File: src/rtl/reg_writeback_queue_pkg.sv
// Shared defaults and helpers for the register write-back queue.
package reg_writeback_queue_pkg;
  localparam int WB_DEPTH  = 4;
  localparam int WB_DATA_W = 32;
  localparam int WB_ADDR_W = 5;
  localparam int WB_CNT_W  = 2;
  localparam int NUM_REGS  = 32;
  localparam logic [WB_ADDR_W-1:0] REG_ZERO = 5'd0;

  // Occupancy counter width: must represent 0..depth inclusive.
  function automatic int cnt_w(input int depth);
    return $clog2(depth) + 1;
  endfunction
endpackage

File: src/rtl/reg_writeback_queue_fifo.sv
// 2-push/1-pop circular queue; slot A is written ahead of slot B.
// REG_WRITEBACK_BYPASS_EN adds an age-ordered view of the entries (oldest first).
module wb_fifo
  import reg_writeback_queue_pkg::*;
#(
  parameter int DEPTH = WB_DEPTH,
  parameter int W     = WB_ADDR_W + WB_DATA_W
) (
  input  logic                        clk,
  input  logic                        rst,
  input  logic                        push_a_i,
  input  logic [W-1:0]                din_a_i,
  input  logic                        push_b_i,
  input  logic [W-1:0]                din_b_i,
  input  logic                        pop_i,
  output logic [W-1:0]                head_o,
`ifdef REG_WRITEBACK_BYPASS_EN
  output logic [DEPTH-1:0][W-1:0]     ents_o,
`endif
  output logic [$clog2(DEPTH):0]      count_o
);
  localparam int PW = $clog2(DEPTH);
  localparam int CW = cnt_w(DEPTH);

  logic [DEPTH-1:0][W-1:0] mem_q;
  logic [PW-1:0]           rptr_q, rptr_d, wptr_q, wptr_d, slot_b;
  logic [CW-1:0]           count_q, count_d;

  // A lone B push takes the slot A would have used.
  assign slot_b  = wptr_q + PW'(push_a_i);
  assign wptr_d  = wptr_q + PW'(push_a_i) + PW'(push_b_i);
  assign rptr_d  = rptr_q + PW'(pop_i);
  assign count_d = count_q + CW'(push_a_i) + CW'(push_b_i) - CW'(pop_i);

  always_ff @(posedge clk) begin
    if (rst) begin
      rptr_q  <= '0;
      wptr_q  <= '0;
      count_q <= '0;
    end else begin
      rptr_q  <= rptr_d;
      wptr_q  <= wptr_d;
      count_q <= count_d;
    end
  end

  always_ff @(posedge clk) begin
    if (push_a_i) mem_q[wptr_q] <= din_a_i;
    if (push_b_i) mem_q[slot_b] <= din_b_i;
  end

  assign head_o  = mem_q[rptr_q];
  assign count_o = count_q;

`ifdef REG_WRITEBACK_BYPASS_EN
  always_comb begin
    ents_o = '0;
    for (int k = 0; k < DEPTH; k++) ents_o[k] = mem_q[rptr_q + PW'(k)];
  end
`endif
endmodule

File: src/rtl/reg_writeback_queue.sv
// Register write-back queue: merges ALU/load results, drains one RF write per cycle, tracks in-flight dests.
// Optional REG_WRITEBACK_BYPASS_EN enables a youngest-match search of queued results.
module reg_writeback_queue
  import reg_writeback_queue_pkg::*;
#(
  parameter int DEPTH  = WB_DEPTH,
  parameter int DATA_W = WB_DATA_W,
  parameter int ADDR_W = WB_ADDR_W,
  parameter int CNT_W  = WB_CNT_W
) (
  input  logic                    clk,
  input  logic                    rst,
  input  logic                    alu_valid,
  output logic                    alu_ready,
  input  logic [ADDR_W-1:0]       alu_reg,
  input  logic [DATA_W-1:0]       alu_data,
  input  logic                    mem_valid,
  output logic                    mem_ready,
  input  logic [ADDR_W-1:0]       mem_reg,
  input  logic [DATA_W-1:0]       mem_data,
  input  logic                    claim_valid,
  output logic                    claim_ready,
  input  logic [ADDR_W-1:0]       claim_reg,
  output logic [NUM_REGS-1:0]     busy,
  output logic [ADDR_W-1:0]       Write_reg,
  output logic [DATA_W-1:0]       Data,
  output logic                    RegWrite,
  output logic [$clog2(DEPTH):0]  q_count,
  input  logic [ADDR_W-1:0]       byp_reg,
  output logic                    byp_hit,
  output logic [DATA_W-1:0]       byp_data
);
  localparam int CW = cnt_w(DEPTH);
  localparam int EW = ADDR_W + DATA_W;
  localparam logic [ADDR_W-1:0] RZ      = ADDR_W'(REG_ZERO);
  localparam logic [CNT_W-1:0]  CNT_MAX = '1;

  logic                          push_a, push_b, pop;
  logic [EW-1:0]                 head;
  logic [ADDR_W-1:0]             head_reg;
  logic [DATA_W-1:0]             head_data;
  logic [CW-1:0]                 cnt;
  logic [CW:0]                   free;
  logic                          claim_acc;
  logic [NUM_REGS-1:0][CNT_W-1:0] sb_q, sb_d;

  // Slots freed by this cycle's pop count toward readiness; ready never looks at valid.
  assign pop       = (cnt != '0);
  assign free      = (CW+1)'(DEPTH) - {1'b0, cnt} + (CW+1)'(pop);
  assign alu_ready = (free >= (CW+1)'(1));
  assign mem_ready = (free >= (CW+1)'(2));
  assign push_a    = alu_valid && alu_ready && (alu_reg != RZ);
  assign push_b    = mem_valid && mem_ready && (mem_reg != RZ);

`ifdef REG_WRITEBACK_BYPASS_EN
  logic [DEPTH-1:0][EW-1:0] ents;
`endif

  wb_fifo #(.DEPTH(DEPTH), .W(EW)) u_fifo (
    .clk      (clk),
    .rst      (rst),
    .push_a_i (push_a),
    .din_a_i  ({alu_reg, alu_data}),
    .push_b_i (push_b),
    .din_b_i  ({mem_reg, mem_data}),
    .pop_i    (pop),
    .head_o   (head),
`ifdef REG_WRITEBACK_BYPASS_EN
    .ents_o   (ents),
`endif
    .count_o  (cnt)
  );

  assign {head_reg, head_data} = head;
  assign RegWrite  = pop;
  assign Write_reg = pop ? head_reg  : '0;
  assign Data      = pop ? head_data : '0;
  assign q_count   = cnt;

  // A saturated counter may still be claimed when its register retires this very cycle.
  assign claim_ready = (claim_reg == RZ) || (sb_q[claim_reg] != CNT_MAX) ||
                       (pop && (head_reg == claim_reg));
  assign claim_acc   = claim_valid && claim_ready && (claim_reg != RZ);

  always_comb begin
    sb_d = sb_q;
    for (int r = 1; r < NUM_REGS; r++) begin
      if (claim_acc && (claim_reg == ADDR_W'(r)) && !(pop && (head_reg == ADDR_W'(r))))
        sb_d[r] = sb_q[r] + 1'b1;
      else if (pop && (head_reg == ADDR_W'(r)) && !(claim_acc && (claim_reg == ADDR_W'(r)))
               && (sb_q[r] != '0))
        sb_d[r] = sb_q[r] - 1'b1;
    end
  end

  always_ff @(posedge clk) begin
    if (rst) sb_q <= '0;
    else     sb_q <= sb_d;
  end

  always_comb begin
    busy = '0;
    for (int r = 0; r < NUM_REGS; r++) busy[r] = (sb_q[r] != '0);
  end

`ifdef REG_WRITEBACK_BYPASS_EN
  // Scan oldest to youngest so the last match (youngest) wins.
  always_comb begin
    byp_hit  = 1'b0;
    byp_data = '0;
    for (int k = 0; k < DEPTH; k++) begin
      if ((CW'(k) < cnt) && (byp_reg != RZ) && (ents[k][EW-1 -: ADDR_W] == byp_reg)) begin
        byp_hit  = 1'b1;
        byp_data = ents[k][DATA_W-1:0];
      end
    end
  end
`else
  logic byp_unused;
  assign byp_unused = ^byp_reg;
  assign byp_hit    = 1'b0;
  assign byp_data   = '0;
`endif
endmodule
File: config.mk
export PLATFORM = sky130hd
export DESIGN_NAME = reg_writeback_queue
export DESIGN_NICKNAME = d
export VERILOG_FILES = /design/src/rtl/reg_writeback_queue_pkg.sv /design/src/rtl/reg_writeback_queue_fifo.sv /design/src/rtl/reg_writeback_queue.sv
export SDC_FILE = /design/constraint.sdc
export NUM_CORES = 1
export LEC_CHECK = 0
export CORE_ASPECT_RATIO = 1.4
export CORE_UTILIZATION = 45
export CTS_CLUSTER_DIAMETER = 200
export DETAILED_ROUTE_END_ITERATION = 16
export PLACE_DENSITY = 0.76
export SLEW_MARGIN = 25
export SYNTH_ARGS = -nofsm -noshare
export SYNTH_HDL_FRONTEND = slang
export SYNTH_SLANG_ARGS = --single-unit
File: constraint.sdc
create_clock -name clk -period 9.55 [get_ports clk]
set_clock_uncertainty 0.05 [all_clocks]
set_input_delay 2.865 -clock clk [delete_from_list [all_inputs] [get_ports clk]]
set_output_delay 2.865 -clock clk [all_outputs]
set_load 0.005 [all_outputs]
==> results.ini <==
[floorplanning]
row_count = 73
die-area_um2 = 29470
io_pins = 198
die_x_um = 145.4
initial_core_util = 0.4573
dieHeight_um = 202.7
coreArea_um2 = 28310

[cells_and_area]
fin_area_um2 = 15460
fin_nets = 1708
multiInputGateArea_um2 = 7924
area_growth_pct = 19.41
antenna_cells = 0
stdcell_count = 2003
fillCellCount = 2590
drive_gt1_frac = 0.1038
seq_area_um2 = 4347

[detailed_routing]
wl_per_cell_um = 18.17
routed_wl_um = 36400
first_pass_iters = 6
vias_per_cell = 5.856
drc = 0
initialDrtViolationCount = 744
ant_nets = 0
dr_total_vias = 11730

[synth]
syn_avg_cell_area_um2 = 8.558
synth_area_um2 = 12950
ys_seq_elements = 217
synth_cell_type_count = 79
yosysSeqAreaShare = 0.3355
yosys_warnings = 0
synth_area_leader_cell = dfxtp_1
synth_edf_count = 0
async_flop_share = 0
synth_cells = 1513
synth-main-ff-cell = dfxtp_1
synth_top_area_share = 0.3355
synth_area_leaders = dfxtp_1 (34%), mux2i_1 (12%), mux4_2 (7.0%)

[placement]
postPlaceCellArea_um2 = 14580
numPlacedInstances = 1959
portBuffers = 158
hpwlAfterDp_um = 23950
gp_congestion = 0.9579

[global_routing]
grt_pass1_wl_um = 58130
grt_overflow = 0
grt_max_degree = 75
antenna_found_initial = 0
grt_pass1_vias = 11300
grt_usage = 0.2408

[cts]
post_cts_buffers = 0
post_cts_resized = 0
clkTransAtPathRegs_ns = 0.06
hold_buffers = 0
clk_latency_ns = 0.53
numCtsBuffers = 24
cts_sinks = 217
clock_path_buffers = 3
htree_levels = 1
root_buffer = clkbuf_16
cts_tree = done

[sta]
tightest_slew_ns = 0.9678
relSlewSlack = 0.3499
fmax_ghz = 0.1180
hold_viol = 0
fin_crit_ns = 8.474
report.final.slew_viol_count = 0
fin_setup_tns_ns = 0
finalSetupViolCount = 0
period_share = 0.8874
timing.hold.ws_ns = 0.4489
rsz0062_at_grt = false

[worst_setup_path]
cp.required_ns = 6.64
cp_slowest_cell = clkdlybuf4s50_1
path_cells = clkdlybuf4s50_1 -> buf_4 -> nor2b_1 -> nand3_1 -> a21boi_0 -> o21ai_0 -> a211oi_1 -> a211o_1 -> clkdlybuf4s50_1
r2r_cells = 14
worst_setup_path_start_kind = input pin
critPathMaxStageDelay_ns = 0.46
reg2reg_slack_ns = 4.86
cp_max_fo = 33
r2r-end = u_fifo.mem_q[141]$_DFF_P_
crit_type = in -> out
reg2reg_from = u_fifo.count_o[0]$_SDFF_PP0_
arrival_ns = 5.56
end_kind = primary output
crit_top_cell = clkdlybuf4s50_1

[pwr]
vdd_drop_max_v = 0.0002057
powerDensity_nw_per_um2 = 297.1
p_leak_nw = 5.556

[job]
max-cap-violations = 0

[min_path]
holdPathEnd = sb_q[25]$_SDFFE_PP0P_
min_from = sb_q[25]$_SDFFE_PP0P_
hold_path.class = reg -> reg
min_path_cells = 2

[status]
status = completed

[cell families after synthesis]
logic type,count (synthesis),share of synthesized area
flip-flops,217,0.3355
AO/OA/AOI/OAI,355,0.1713
AND/OR/NAND/NOR,547,0.2184
XOR/XNOR,18,0.01276
adder cells (fa/ha/maj),9,0.009856
buffers and inverters,174,0.06474
multiplexers,192,0.1872
other,1,0.0002896
[per-stage QoR]
step | worst slack, ns | power, W | utilization
after floorplan | 2.250 | 0.002852 | -
after global placement | 1.197 | 0.003491 | 0.5149
after detailed placement | 1.141 | 0.003561 | 0.5149
after CTS | 1.132 | 0.004611 | 0.5461
after global routing | 0.9168 | 0.004886 | 0.5461
final | 1.076 | 0.004593 | 0.5461
[critical path, delay by kind of cell]
kind,cells,cell delay (ns)
AO/OA/AOI/OAI,4,0.83
buffers and inverters,3,1.26
AND/OR/NAND/NOR,2,0.61
[final cells by class]
cell class / instances / area share
Timing Repair Buffer: 174 / 0.1097
Clock inverter: 10 / 0.01190
Sequential cell: 217 / 0.2811
Clock buffer: 34 / 0.04523
Inverter: 38 / 0.009225
Multi-Input combinational cell: 1155 / 0.5125
Tap cell: 375 / 0.03034
[cells in the mapped netlist, drive strengths merged, types with 5 or more instances]
cell type	count
a211oi	14
a21o	7
a21oi	25
a221oi	12
a311oi	14
a31oi	6
and2	39
and3	22
buf	70
clkbuf	66
dfxtp	217
ha	7
inv	38
mux2i	151
mux4	40
nand2	232
nand2b	9
nand3	37
nand4	14
nor2	53
nor2b	26
nor3	23
nor4	12
nor4b	6
o2111ai	7
o211ai	36
o21ai	195
o221ai	5
o22ai	11
o31ai	8
or2	35
or3	7
or4b	5
xnor2	15
[layer usage]
metal	vias to the layer above	GRT usage	routed length, um
met5	-	0	0
met3	88	0.05640	2735
li1	5618	-	-
met2	425	0.4272	18260
met1	5599	0.2729	14130
met4	0	0.1102	1283
[sequential cells by signal, summed over array words and instances, names as in the netlist]
| signal | cells |
|---|---|
| u_fifo.count_o | 3 |
| u_fifo.wptr_q | 2 |
| sb_q | 62 |
| u_fifo.rptr_q | 2 |
| u_fifo.mem_q | 148 |
[power breakdown]
group,switching (W),internal (W)
Combinational,0.00114,0.000977
Clock,0.000384,0.000646
Sequential,0.000188,0.00126
Total,0.00171,0.00288
[layout by cell type (no fill, tap or decap), types with 13 or more instances in the layout]
master,n
nand2_1,232
dfxtp_1,215
o21ai_0,177
clkdlybuf4s50_1,157
mux2i_1,151
nor2_1,52
mux4_2,40
and2_1,38
inv_1,36
o211ai_1,36
nand3_1,36
or2_2,34
conb_1,34
nor2b_1,26
clkbuf_16,25
a21oi_1,24
and3_1,20
nor3_1,19
o21ai_1,17
buf_4,16
xnor2_1,14
nand4_1,14
a211oi_1,14
a311oi_1,13
[worst max-delay path by stage]
stage	from	endpoint	cells past startpoint
final	claim_reg[1]	claim_ready	9
after global routing	claim_reg[1]	claim_ready	9
after CTS	claim_reg[1]	claim_ready	9
after detailed placement	claim_reg[1]	claim_ready	9
after global placement	claim_reg[1]	claim_ready	9
after floorplan	claim_reg[1]	claim_ready	6
(Power assumes the default switching activity.)
